===== config.mk =====
export PLATFORM = sky130hd
export DESIGN_NAME = quad_enc_gen_flat
export DESIGN_NICKNAME = d
export VERILOG_FILES = /design/src/rtl/qenc_pkg.sv /design/src/rtl/quad_enc_gen_if.sv /design/src/rtl/qenc_step_timer.sv /design/src/rtl/quad_enc_gen.sv /design/src/flat_wrapper.sv
export SDC_FILE = /design/constraint.sdc
export NUM_CORES = 1
export LEC_CHECK = 0
export CAP_MARGIN = 25
export CORE_MARGIN = 2
export CORE_UTILIZATION = 30
export CTS_CLUSTER_DIAMETER = 200
export DETAILED_ROUTE_END_ITERATION = 10
export PLACE_DENSITY = 0.52
export SLEW_MARGIN = 20
export SYNTH_ARGS = -nofsm -noshare
export SYNTH_HDL_FRONTEND = slang
export SYNTH_SLANG_ARGS = --single-unit

===== constraint.sdc =====
create_clock -name i_clk -period 3.6 [get_ports i_clk]
set_clock_uncertainty 0.1 [all_clocks]
set_input_delay 0.72 -clock i_clk [delete_from_list [all_inputs] [get_ports i_clk]]
set_output_delay 0.72 -clock i_clk [all_outputs]
set_load 0.03 [all_outputs]

===== src/rtl/qenc_pkg.sv =====
// Shared quadrature-encoder definitions: FSM states, direction encoding,
// rest positions and the Gray-code step function used by the generator.
package qenc_pkg;

  typedef enum logic [1:0] {
    ST_IDLE = 2'd0,
    ST_WAIT = 2'd1,
    ST_EDGE = 2'd2,
    ST_DONE = 2'd3
  } state_t;

  // Direction encoding matches the front-panel decoder's direction output.
  localparam logic DIR_CW  = 1'b0;
  localparam logic DIR_CCW = 1'b1;

  // Detent rest positions, AB packed as {a, b}.
  localparam logic [1:0] AB_REST_00 = 2'b00;
  localparam logic [1:0] AB_REST_11 = 2'b11;

  // One Gray transition. CW: 00->10->11->01->00, CCW is the reverse walk.
  function automatic logic [1:0] next_ab(input logic [1:0] ab, input logic dir);
    logic [1:0] nxt;
    nxt = 2'b00;
    case (dir)
      DIR_CW: begin
        case (ab)
          2'b00:   nxt = 2'b10;
          2'b10:   nxt = 2'b11;
          2'b11:   nxt = 2'b01;
          default: nxt = 2'b00;
        endcase
      end
      DIR_CCW: begin
        case (ab)
          2'b00:   nxt = 2'b01;
          2'b01:   nxt = 2'b11;
          2'b11:   nxt = 2'b10;
          default: nxt = 2'b00;
        endcase
      end
      default: nxt = ab;
    endcase
    return nxt;
  endfunction

  // A transition landing here completes a detent.
  function automatic logic is_rest(input logic [1:0] ab);
    return (ab == AB_REST_00) || (ab == AB_REST_11);
  endfunction

endpackage


===== src/rtl/quad_enc_gen_if.sv =====
// Command/status bundle for the quadrature generator.
// QENC_GEN_POS_EN adds the absolute detent position output.
interface quad_enc_gen_if #(
  parameter int unsigned CNT_W = 5,
  parameter int unsigned PER_W = 16
) ();

  logic             i_cmd_valid;
  logic             o_cmd_ready;
  logic             i_cmd_dir;
  logic [CNT_W-1:0] i_cmd_detents;
  logic [PER_W-1:0] i_step_period;
  logic             i_abort;
  logic             o_enc_a;
  logic             o_enc_b;
  logic             o_busy;
  logic             o_done;
  logic [CNT_W-1:0] o_remaining;
`ifdef QENC_GEN_POS_EN
  logic [15:0]      o_position;

  modport master (
    output i_cmd_valid, i_cmd_dir, i_cmd_detents, i_step_period, i_abort,
    input  o_cmd_ready, o_enc_a, o_enc_b, o_busy, o_done, o_remaining, o_position
  );

  modport slave (
    input  i_cmd_valid, i_cmd_dir, i_cmd_detents, i_step_period, i_abort,
    output o_cmd_ready, o_enc_a, o_enc_b, o_busy, o_done, o_remaining, o_position
  );
`else
  modport master (
    output i_cmd_valid, i_cmd_dir, i_cmd_detents, i_step_period, i_abort,
    input  o_cmd_ready, o_enc_a, o_enc_b, o_busy, o_done, o_remaining
  );

  modport slave (
    input  i_cmd_valid, i_cmd_dir, i_cmd_detents, i_step_period, i_abort,
    output o_cmd_ready, o_enc_a, o_enc_b, o_busy, o_done, o_remaining
  );
`endif

endinterface


===== src/rtl/qenc_step_timer.sv =====
// Step period counter: holds the latched period, counts while enabled and
// flags the last cycle of each period.
module qenc_step_timer #(
  parameter int unsigned PER_W = 16
) (
  input  logic             i_clk,
  input  logic             i_rst,
  input  logic             load,
  input  logic [PER_W-1:0] period,
  input  logic             clear,
  input  logic             en,
  output logic             tc_c
);

  logic [PER_W-1:0] per_q;
  logic [PER_W-1:0] cnt_q;

  // Terminal count; period is never below 2 so period-1 cannot underflow.
  assign tc_c = en && (cnt_q == (per_q - PER_W'(1)));

  // Period latch and counter; the counter restarts after each terminal count.
  always_ff @(posedge i_clk or negedge i_rst) begin
    if (!i_rst) begin
      per_q <= '0;
      cnt_q <= '0;
    end else begin
      if (load) begin
        per_q <= period;
      end
      if (clear) begin
        cnt_q <= '0;
      end else if (en) begin
        cnt_q <= tc_c ? '0 : cnt_q + PER_W'(1);
      end
    end
  end

endmodule


===== src/rtl/quad_enc_gen.sv =====
// Quadrature A/B generator: emits Gray-coded detents for the front-panel
// decoder. QENC_GEN_POS_EN adds a signed 16-bit absolute position counter.
module quad_enc_gen
  import qenc_pkg::*;
#(
  parameter int unsigned CNT_W   = 5,
  parameter int unsigned PER_W   = 16,
  parameter int unsigned MIN_PER = 2
) (
  input  logic          i_clk,
  input  logic          i_rst,
  quad_enc_gen_if.slave bus
);

  state_t           state, state_nxt;
  logic [1:0]       ab_q, ab_nxt;
  logic             dir_q, dir_nxt;
  logic [CNT_W-1:0] rem_q, rem_nxt;
  logic             abort_q, abort_nxt;
  logic             ready_q, ready_nxt;
  logic             busy_q, busy_nxt;
  logic             done_q, done_nxt;
  logic             tmr_load, tmr_clear, tmr_en, tmr_tc_c;
  logic [PER_W-1:0] per_clamped;
`ifdef QENC_GEN_POS_EN
  logic [15:0]      pos_q, pos_nxt;
`endif

  // Requests below the floor are raised to it.
  assign per_clamped = (bus.i_step_period < PER_W'(MIN_PER)) ? PER_W'(MIN_PER)
                                                             : bus.i_step_period;

  qenc_step_timer #(.PER_W(PER_W)) u_timer (
    .i_clk  (i_clk),
    .i_rst  (i_rst),
    .load   (tmr_load),
    .period (per_clamped),
    .clear  (tmr_clear),
    .en     (tmr_en),
    .tc_c   (tmr_tc_c)
  );

  // State register.
  always_ff @(posedge i_clk or negedge i_rst) begin
    if (!i_rst) begin
      state <= ST_IDLE;
    end else begin
      state <= state_nxt;
    end
  end

  // Next-state and datapath updates; status outputs decode the next state.
  always_comb begin
    state_nxt = state;
    ab_nxt    = ab_q;
    dir_nxt   = dir_q;
    rem_nxt   = rem_q;
    abort_nxt = abort_q;
    tmr_load  = 1'b0;
    tmr_clear = 1'b0;
    tmr_en    = (state == ST_WAIT);
`ifdef QENC_GEN_POS_EN
    pos_nxt   = pos_q;
`endif
    unique case (state)
      ST_IDLE: begin
        abort_nxt = 1'b0;
        if (bus.i_cmd_valid && ready_q) begin
          tmr_load  = 1'b1;
          tmr_clear = 1'b1;
          dir_nxt   = bus.i_cmd_dir;
          rem_nxt   = bus.i_cmd_detents;
          state_nxt = (bus.i_cmd_detents == '0) ? ST_DONE : ST_WAIT;
        end
      end
      ST_WAIT: begin
        abort_nxt = abort_q | bus.i_abort;
        if (tmr_tc_c) begin
          state_nxt = ST_EDGE;
        end
      end
      ST_EDGE: begin
        abort_nxt = abort_q | bus.i_abort;
        ab_nxt    = next_ab(ab_q, dir_q);
        state_nxt = ST_WAIT;
        // Landing on a rest position completes the detent; abort only stops here.
        if (is_rest(ab_nxt)) begin
          rem_nxt = rem_q - CNT_W'(1);
`ifdef QENC_GEN_POS_EN
          pos_nxt = (dir_q == DIR_CW) ? pos_q + 16'(1) : pos_q - 16'(1);
`endif
          if ((rem_nxt == '0) || abort_nxt) begin
            state_nxt = ST_DONE;
          end
        end
      end
      ST_DONE: begin
        abort_nxt = 1'b0;
        state_nxt = ST_IDLE;
      end
      default: state_nxt = ST_IDLE;
    endcase
    ready_nxt = (state_nxt == ST_IDLE);
    busy_nxt  = (state_nxt == ST_WAIT) || (state_nxt == ST_EDGE);
    done_nxt  = (state_nxt == ST_DONE);
  end

  // Output and datapath registers; AB phase survives between commands.
  always_ff @(posedge i_clk or negedge i_rst) begin
    if (!i_rst) begin
      ab_q    <= AB_REST_00;
      dir_q   <= DIR_CW;
      rem_q   <= '0;
      abort_q <= 1'b0;
      ready_q <= 1'b1;
      busy_q  <= 1'b0;
      done_q  <= 1'b0;
`ifdef QENC_GEN_POS_EN
      pos_q   <= '0;
`endif
    end else begin
      ab_q    <= ab_nxt;
      dir_q   <= dir_nxt;
      rem_q   <= rem_nxt;
      abort_q <= abort_nxt;
      ready_q <= ready_nxt;
      busy_q  <= busy_nxt;
      done_q  <= done_nxt;
`ifdef QENC_GEN_POS_EN
      pos_q   <= pos_nxt;
`endif
    end
  end

  assign bus.o_cmd_ready = ready_q;
  assign bus.o_enc_a     = ab_q[1];
  assign bus.o_enc_b     = ab_q[0];
  assign bus.o_busy      = busy_q;
  assign bus.o_done      = done_q;
  assign bus.o_remaining = rem_q;
`ifdef QENC_GEN_POS_EN
  assign bus.o_position  = pos_q;
`endif

endmodule


===== src/flat_wrapper.sv =====
// flat-port wrapper written by rule: the top's interface ports become plain ports
module quad_enc_gen_flat import qenc_pkg::*;
#(
  parameter int unsigned CNT_W   = 5,
  parameter int unsigned PER_W   = 16,
  parameter int unsigned MIN_PER = 2
)
  (i_clk, i_rst, bus_i_cmd_valid, bus_i_cmd_dir, bus_i_cmd_detents, bus_i_step_period, bus_i_abort, bus_o_cmd_ready, bus_o_enc_a, bus_o_enc_b, bus_o_busy, bus_o_done, bus_o_remaining);
  quad_enc_gen_if #(.CNT_W(CNT_W), .PER_W(PER_W)) bus_i ();
  input  logic i_clk;
  input  logic i_rst;
  input wire logic [$bits(bus_i.i_cmd_valid)-1:0] bus_i_cmd_valid;
  input wire logic [$bits(bus_i.i_cmd_dir)-1:0] bus_i_cmd_dir;
  input wire logic [$bits(bus_i.i_cmd_detents)-1:0] bus_i_cmd_detents;
  input wire logic [$bits(bus_i.i_step_period)-1:0] bus_i_step_period;
  input wire logic [$bits(bus_i.i_abort)-1:0] bus_i_abort;
  output wire logic [$bits(bus_i.o_cmd_ready)-1:0] bus_o_cmd_ready;
  output wire logic [$bits(bus_i.o_enc_a)-1:0] bus_o_enc_a;
  output wire logic [$bits(bus_i.o_enc_b)-1:0] bus_o_enc_b;
  output wire logic [$bits(bus_i.o_busy)-1:0] bus_o_busy;
  output wire logic [$bits(bus_i.o_done)-1:0] bus_o_done;
  output wire logic [$bits(bus_i.o_remaining)-1:0] bus_o_remaining;
  assign bus_i.i_cmd_valid = bus_i_cmd_valid;
  assign bus_i.i_cmd_dir = bus_i_cmd_dir;
  assign bus_i.i_cmd_detents = bus_i_cmd_detents;
  assign bus_i.i_step_period = bus_i_step_period;
  assign bus_i.i_abort = bus_i_abort;
  assign bus_o_cmd_ready = bus_i.o_cmd_ready;
  assign bus_o_enc_a = bus_i.o_enc_a;
  assign bus_o_enc_b = bus_i.o_enc_b;
  assign bus_o_busy = bus_i.o_busy;
  assign bus_o_done = bus_i.o_done;
  assign bus_o_remaining = bus_i.o_remaining;
  quad_enc_gen #(.CNT_W(CNT_W), .PER_W(PER_W), .MIN_PER(MIN_PER)) u_core (.i_clk(i_clk), .i_rst(i_rst), .bus(bus_i));
endmodule

==> results.toml, run 1 <==
[final_layout]
nets = 405
layout.filler_cells = 952
instances_no_fill = 497
antennaDiodeCount = 0
drive_above_1_share_pct = 6.250
fin_area_mm2 = 0.003467
area_delta_synth_final_pct = 21.75

[worst_setup_path]
r2r-start = "u_core.u_timer.per_q[0]"
end_kind = "register"
critPathKind = "register to register"
required_ns = 3.69
worstReg2RegEnd = "u_core.u_timer.cnt_q[8]"
reg2reg_setup_slack_ns = 0.37
cp-start-kind = "register"
path_max_fanout = 8
rr_worst_depth = 11
cp_data_arrival_time_ns = 3.32

[pwr]
clkPwrFrac_pct = 12.2
swShare_pct = 46.36
power_frac_comb_pct = 51.2
power_density_mw_per_mm2 = 787.2
p_sw_mw = 1.265
p_int_mw = 1.464
p_leak_nw = 1.515
ir_drop_uv = 403.1
pwr-share-seq_pct = 36.6

[timing]
setup_slack_ns = 0.3733
slew_violations = 0
setup_viol = 0
fmax_mhz = 309.9
grt_setup_unrepaired = "no"
maxSlewHeadroom_pct = 49.74
min_period_ns = 3.227
tightest_slew_ns = 0.7539
timing.hold.ws_ns = 0.3792
tns_ns = 0
layout_worst_path_cycle_share_pct = 89.63
finalHoldViolations = 0

[placement]
port_buffers = 35
placedCellCount = 487
hpwl_mm = 5.600
dpl_cell_area_mm2 = 0.003358
routabilityCongestion = 0.8822
preCtsSetupSlack_ns = 0.2305

[global_routing]
antenna_found_initial = 0
grt_max_degree = 33
grt.total_usage_pct = 14.84
gr-total-overflow = 0
grt_pass1_wl_mm = 12.05
grt_pass1_vias = 2411

[synthesis]
synth_seq_cells = 46
netlist_top_cells_area = "dfrtp_1 (40%), nand2_1 (7.6%), o21ai_0 (6.0%), ha_1 (5.3%), xor2_1 (4.0%)"
synthArstFlopShare_pct = 100.0
synthCells = 327
synth_ff_type = "dfrtp_1"
synth-edff-count = 0
synth_area_mm2 = 0.002848
seq_area_frac_synth_pct = 40.47
synth.net_count = 365
yosysWarnings = 0
yosysUniqueCellTypes = 47
syn_area_per_cell_um2 = 8.709
yosys.area.top_type = "dfrtp_1"
netlist.area_leader.share_pct = 39.54

[drt]
num_vias = 2474
drt_iter0_markers = 86
via_per_inst = 4.978
dr.pass1.iters = 5
ant_nets = 0
wl_mm = 7.285
avgRoutedWirePerCell_um = 14.66
route.detailed.drc = 0

[clock_network]
clk_pin_slew_ns = 0.09
cts_root_buf = "clkbuf_8"
holdBufCountCts = 0
cts.sinks = 46
numCtsBuffers = 5
post_cts_buffers = 0
clk_path_buf_depth = 2
postCtsResizedCells = 0
ctsHtreeMaxLevel = 2
clk_latency_ns = 0.30
cts_tree = "done"

[floorplan]
initial_utilization_pct = 30.82
die_width_um = 101.4
core_area_mm2 = 0.009240
die_h_um = 101.4
dieArea_mm2 = 0.01029
ioPinCount = 36
rows = 35

[run_status]
status = "finished clean"

[job]
maxCapViolations = 0

[worst_hold_path]
hold_path_class = "input pin to asynchronous set/reset pin"
==> layout by cell type, fill, tap and decap left out, drive strengths merged, types with 5 or more instances in the layout <==
master	instances
a22o	8
nor2	14
o21ai	34
mux2i	5
nand3	9
xor2	13
nor2b	10
xnor2	9
nand2	58
clkbuf	5
clkdlybuf4s50	34
inv	16
and3	11
nor4	7
a21oi	11
nor3	10
buf	8
ha	12
dfrtp	45
==> worst max-delay path by stage <==
stage	startpoint	end	slack (ns)	cells after the start
floorplan	u_core.u_timer.per_q[0]	u_core.u_timer.cnt_q[10]	0.58	8
global placement	u_core.u_timer.per_q[3]	u_core.u_timer.cnt_q[11]	0.35	8
detailed placement	u_core.u_timer.per_q[0]	u_core.u_timer.cnt_q[4]	0.23	11
CTS	u_core.u_timer.per_q[0]	u_core.u_timer.cnt_q[8]	0.21	11
global route	u_core.u_timer.per_q[0]	u_core.u_timer.cnt_q[10]	0.15	11
finish	u_core.u_timer.per_q[0]	u_core.u_timer.cnt_q[8]	0.37	11
==> cell type report <==
| type | instances | area (um2) | area share, % |
|---|---|---|---|
| flip-flops and latches | 46 | 1152 | 33.24 |
| clock buffers | 5 | 68.82 | 1.985 |
| well taps | 129 | 161.4 | 4.655 |
| repair buffers | 42 | 397.9 | 11.48 |
| clock inverters | 3 | 25.02 | 0.7218 |
| multi-input cells | 257 | 1605 | 46.30 |
| inverters | 15 | 56.30 | 1.624 |
==> stage by stage <==
stage | utilization, % | total power, mW
final | 37.52 | 2.729
after global routing | 37.52 | 2.973
after CTS | 37.36 | 2.756
after detailed placement | 36.34 | 2.406
after global placement | 36.34 | 2.398
after floorplan | - | 1.946
==> sequential cells by signal, indices dropped and copies added (netlist names), 2 cells and up <==
name,cells
u_core.bus.o_remaining,5
u_core.u_timer.per_q,16
u_core.u_timer.cnt_q,16
u_core.ab_q,2
u_core.state,2
==> cells in the mapped netlist (all sizes together), types with 2 or more instances <==
cell type   n
xor2       13
nor3       10
or3         3
ha         12
o22ai       3
nand3       9
o311ai      2
a211o       2
o2111ai     3
dfrtp      45
clkbuf      9
nand2      58
a22o        8
nand3b      3
xnor2       9
a21oi      11
nor2       14
o21ai      34
nor3b       3
inv        15
nor2b      10
or4         2
nand4       3
a31oi       3
mux2i       5
and2        2
and3       11
nor4b       3
nor4        7
==> routing by layer <==
metal | GRT usage (%) | up-vias | share of wire, %
met4 | 3.430 | 0 | 0.84
met2 | 24.15 | 43 | 47
li1 | - | 1236 | -
met1 | 20.63 | 1190 | 48
met3 | 2.622 | 5 | 4.3
met5 | 0 | - | 0
==> critical path, stage by stage (launching register included) <==
cell	delay, ns
dfrtp_1	0.43
inv_1	0.09
ha_1	0.21
nor4b_1	0.33
buf_4	0.21
mux2_2	0.33
o22ai_1	0.18
o2111ai_1	0.22
nor4_4	0.32
or2b_1	0.26
nor2_1	0.19
a22o_1	0.24
==> kinds of logic after synthesis <==
| kind of cell | share of synthesized area (%) |
|---|---|
| compound gates | 15.91 |
| xor+xnor | 6.766 |
| fa+ha+maj | 5.272 |
| buf+inv | 3.163 |
| flops | 40.47 |
| mux | 2.153 |
| simple gates | 26.27 |
==> power by group through the flow <==
stage          clock network [mW]  registers, mW  logic (mW)
2_1_floorplan                   0           1.01       0.931
3_3_place_gp                    0           1.01        1.39
3_5_place_dp                    0           1.00        1.40
4_1_cts                     0.349          0.995        1.41
5_1_grt                     0.365           1.04        1.57
6_report                    0.333          0.998        1.40
No activity file was read; power rests on OpenSTA's default activity.
==> run 2: changes to the inputs <==
--- a/config.mk
+++ b/config.mk
@@ -8,9 +8,9 @@
 export CAP_MARGIN = 25
 export CORE_MARGIN = 2
 export CORE_UTILIZATION = 30
-export CTS_CLUSTER_DIAMETER = 200
 export DETAILED_ROUTE_END_ITERATION = 10
 export PLACE_DENSITY = 0.52
+export SETUP_SLACK_MARGIN = 0.5
 export SLEW_MARGIN = 20
 export SYNTH_ARGS = -nofsm -noshare
 export SYNTH_HDL_FRONTEND = slang
==> results.toml, run 2 (synthesis gave the netlist of run 1 again) <==
[drt]
dr.pass1.iters = 4
route.detailed.drc = 0
ant_nets = 0
drt_iter0_markers = 89
num_vias = 2499
wl_mm = 7.378
via_per_inst = 4.998
avgRoutedWirePerCell_um = 14.76

[floorplan]
die_h_um = 101.4
core_area_mm2 = 0.009240
die_width_um = 101.4
ioPinCount = 36
rows = 35
dieArea_mm2 = 0.01029
initial_utilization_pct = 30.82

[global_routing]
grt_max_degree = 33
grt.total_usage_pct = 14.88
grt_use_met2_pct = 24.15
antenna_found_initial = 0
gr-total-overflow = 0
grtUsageMet3_pct = 2.899
grt_pass1_vias = 2447
grt_pass1_wl_mm = 12.09
grt_util_met1_pct = 20.46
top_usage_layer = "met2"

[timing]
layout_worst_path_cycle_share_pct = 83.87
tightest_slew_ns = 0.7541
tns_ns = 0
maxSlewHeadroom_pct = 49.73
setup_viol = 0
finalHoldViolations = 0
fmax_mhz = 331.2
min_period_ns = 3.019
grt_setup_unrepaired = "yes"
timing.hold.ws_ns = 0.3777
slew_violations = 0

[placement]
hpwl_mm = 5.600
port_buffers = 35
dpl_cell_area_mm2 = 0.003358
routabilityCongestion = 0.8822

[worst_setup_path]
end_kind = "register"
r2r-start = "u_core.u_timer.per_q[3]"
worstReg2RegEnd = "u_core.bus.o_busy"
path_max_fanout = 5
required_ns = 3.69
cp_data_arrival_time_ns = 3.11
rr_worst_depth = 9
cp-start-kind = "register"
critPathKind = "register to register"
startpoint = "u_core.u_timer.per_q[3]"
reg2reg_setup_slack_ns = 0.58

[clock_network]
cts_tree = "done"
cts_root_buf = "clkbuf_8"
ctsHtreeMaxLevel = 2
numCtsBuffers = 5
clk_latency_ns = 0.30
clk_path_buf_depth = 2
clk_pin_slew_ns = 0.09
cts.sinks = 46

[pwr]
ir_drop_uv = 410.7
p_leak_nw = 1.537
power_density_mw_per_mm2 = 792.8

[final_layout]
layout.filler_cells = 951
final_common_cell = "nand2_1"
fin_area_mm2 = 0.003551
final_cell_mix = "nand2_1 (58), dfrtp_1 (44), clkdlybuf4s50_1 (34)"
antennaDiodeCount = 0
drive_above_1_share_pct = 10.24
nets = 408
area_delta_synth_final_pct = 24.69

[worst_hold_path]
hold_path_class = "input pin to asynchronous set/reset pin"

[run_status]
status = "finished clean"

[job]
maxCapViolations = 0
run 2: worst max path at each step:
stage | endpoint | slack (ns)
6_report | u_core.bus.o_busy | 0.58
5_1_grt | u_core.bus.o_busy | 0.46
4_1_cts | u_core.u_timer.cnt_q[7] | 0.49
3_5_place_dp | u_core.u_timer.cnt_q[4] | 0.23
3_3_place_gp | u_core.u_timer.cnt_q[11] | 0.35
2_1_floorplan | u_core.u_timer.cnt_q[10] | 0.58
run 2: routing by layer:
metal | routed length (um) | vias to the layer above | share of wire (%)
li1 | - | 1242 | -
met1 | 3496 | 1207 | 47
met2 | 3490 | 46 | 47
met3 | 330 | 4 | 4.5
met4 | 62 | 0 | 0.84
met5 | 0 | - | 0
run 2: worst max-delay path: stages (launching register included):
cell and delay (ns):
dfrtp_2 0.42, or4_4 0.57, or4b_1 0.48, a211o_1 0.26, and3_4 0.18, nor4_4 0.28, buf_4 0.18, nor2_1 0.08
a21o_1 0.21, xor2_1 0.14
run 2: cell type report:
class | count | area, um2 | area share [%]
Sequential cell | 46 | 1154 | 32.49
Inverter | 15 | 56.30 | 1.586
Tap cell | 129 | 161.4 | 4.545
Clock inverter | 3 | 25.02 | 0.7047
Clock buffer | 5 | 68.82 | 1.938
Timing Repair Buffer | 45 | 420.4 | 11.84
Multi-Input combinational cell | 257 | 1665 | 46.90
run 2: per-stage QoR:
stage	util (%)	cells	power (mW)	setup slack, ns
after floorplan	-	327	1.946	0.5791
after global placement	36.34	487	2.398	0.3543
after detailed placement	36.34	487	2.406	0.2305
after CTS	37.68	497	2.773	0.4894
after global routing	38.43	500	3.058	0.4582
final	38.43	500	2.815	0.5808
run 2: power breakdown:
group | internal (mW) | switching (mW)
Sequential | 0.727 | 0.277
Clock | 0.141 | 0.194
Combinational | 0.640 | 0.836
Total | 1.51 | 1.31
run 2: repair_timing:
action,CTS,global route
hold buffers,0,0
endpoints found under the setup margin,12,19
setup buffers,2,3
pin swaps,1,7
gates resized for setup,3,11
==> run 3: changes to the inputs <==
==> constraint.sdc (replaced) <==
create_clock -name i_clk -period 2.9 [get_ports i_clk]
set_clock_uncertainty 0.1 [all_clocks]
set_input_delay 0.58 -clock i_clk [delete_from_list [all_inputs] [get_ports i_clk]]
set_output_delay 0.58 -clock i_clk [all_outputs]
set_load 0.03 [all_outputs]
==> results.toml, run 3 (synthesis gave the netlist of run 1 again) <==
[run_status]
status = "finished with violations"
violations = "setup timing"

[drt]
num_vias = 2573
ant_nets = 0
drt_iter0_markers = 63
route.detailed.drc = 0
via_per_inst = 4.929
dr.pass1.iters = 4
avgRoutedWirePerCell_um = 14.37
wl_mm = 7.500

[floorplan]
die_width_um = 101.4
core_area_mm2 = 0.009240
rows = 35
dieArea_mm2 = 0.01029
die_h_um = 101.4
ioPinCount = 36
initial_utilization_pct = 30.82

[worst_setup_path]
critPathKind = "register to register"
reg2reg_setup_slack_ns = -0.05
cp-start-kind = "register"
cp_data_arrival_time_ns = 3.06
rr_worst_depth = 9
required_ns = 3.01
path_max_fanout = 4
worstReg2RegEnd = "u_core.bus.o_done"
r2r-start = "u_core.u_timer.per_q[0]"
end_kind = "register"

[final_layout]
final_common_cell = "nand2_1"
area_delta_synth_final_pct = 31.99
final_cell_mix = "nand2_1 (58), dfrtp_1 (45), clkdlybuf4s50_1 (34)"
instances_no_fill = 522
nets = 430
drive_above_1_share_pct = 16.28
antennaDiodeCount = 0

[timing]
finalHoldViolations = 0
setup_slack_ns = -0.05206
setup_viol = 10
slew_violations = 0
grt_setup_unrepaired = "yes"
timing.hold.ws_ns = 0.03076
tightest_slew_ns = 0.4751
min_period_ns = 2.952
fmax_mhz = 338.7
layout_worst_path_cycle_share_pct = 101.8
maxSlewHeadroom_pct = 68.21

[clock_network]
clk_path_buf_depth = 2
numCtsBuffers = 5
clk_pin_slew_ns = 0.10
clk_latency_ns = 0.31
cts.sinks = 46
cts_root_buf = "clkbuf_8"
ctsHtreeMaxLevel = 2
holdBufCountCts = 0
cts_tree = "done"

[job]
maxCapViolations = 0

[worst_hold_path]
hold_path_class = "input pin to asynchronous set/reset pin"

[global_routing]
antenna_found_initial = 0
grt.total_usage_pct = 15.38
grt_max_degree = 25
gr-total-overflow = 0
grt_pass1_vias = 2546
grt_pass1_wl_mm = 12.45

[placement]
hpwl_mm = 5.779
placedCellCount = 508
preCtsSetupSlack_ns = -0.1322
port_buffers = 35
routabilityCongestion = 0.9730

[pwr]
ir_drop_uv = 472.6
power_density_mw_per_mm2 = 995.1
p_leak_nw = 1.668
==> run 3: changes by cell type in the layout (fill, tap and decap cells not counted), sizes merged <==
| cell | previous run | this run |
|---|---|---|
| buf | 11 | 33 |
| clkinvlp | 1 | 0 |
| inv | 16 | 17 |
==> run 3: final cells by class <==
class / count / area (um2)
Clock inverter: 3 / 28.78
Tap cell: 129 / 161.4
Inverter: 15 / 56.30
Sequential cell: 46 / 1152
Timing Repair Buffer: 67 / 605.6
Clock buffer: 5 / 68.82
Multi-Input combinational cell: 257 / 1685
Fill cell: 955 / 5482
==> run 3: per-stage QoR <==
stage          cell area, um2   TNS, ns  util [%]  power [mW]
6_report                 3759   -0.4059     40.68       3.740
4_1_cts                  3687   -0.2439     39.91       3.679
3_3_place_gp             3543  -0.01638     38.35       3.187
5_1_grt                  3759    -2.033     40.68       4.079
3_5_place_dp             3543   -0.9716     38.35       3.184
2_1_floorplan            2863         0         -       2.433
==> run 3: timing repair <==
item	4_1_cts	5_1_grt
buffers inserted	4	2
setup endpoints to repair	21	21
pin swaps	5	2
resized for setup	4	18
==> run 3: critical path: stages (launching register included) <==
cell,delay (ns)
dfrtp_1,0.40
or4_4,0.57
or4b_4,0.49
a211o_1,0.27
and3_4,0.18
nor4_4,0.23
buf_4,0.21
nor2_4,0.04
a21o_1,0.19
and2_1,0.16
==> run 3: report_power, final <==
part | switching (mW) | leakage, nW | total, mW | internal [mW]
registers | 0.283 | 0.579 | 1.19 | 0.902
clock network | 0.259 | 0.0506 | 0.440 | 0.181
logic | 1.16 | 1.04 | 2.12 | 0.959
total | 1.70 | 1.67 | 3.74 | 2.04
==> run 3: worst max path at each step <==
stage,start,to
after CTS,u_core.u_timer.per_q[0],u_core.u_timer.cnt_q[9]
after global placement,u_core.u_timer.per_q[0],u_core.bus.o_busy
final,u_core.u_timer.per_q[0],u_core.bus.o_done
after detailed placement,u_core.u_timer.per_q[1],u_core.bus.o_busy
after global routing,u_core.u_timer.per_q[0],u_core.bus.o_busy
after floorplan,u_core.u_timer.per_q[0],u_core.u_timer.cnt_q[8]
==> run 3: per-layer routing <==
layer  vias up  track usage [%]  routed length (um)
met5         -                0                   0
met4         0            3.534                  52
met3         4            3.037                 270
met2        36            24.50                3512
met1      1242            21.64                3665
li1       1291                -                   -
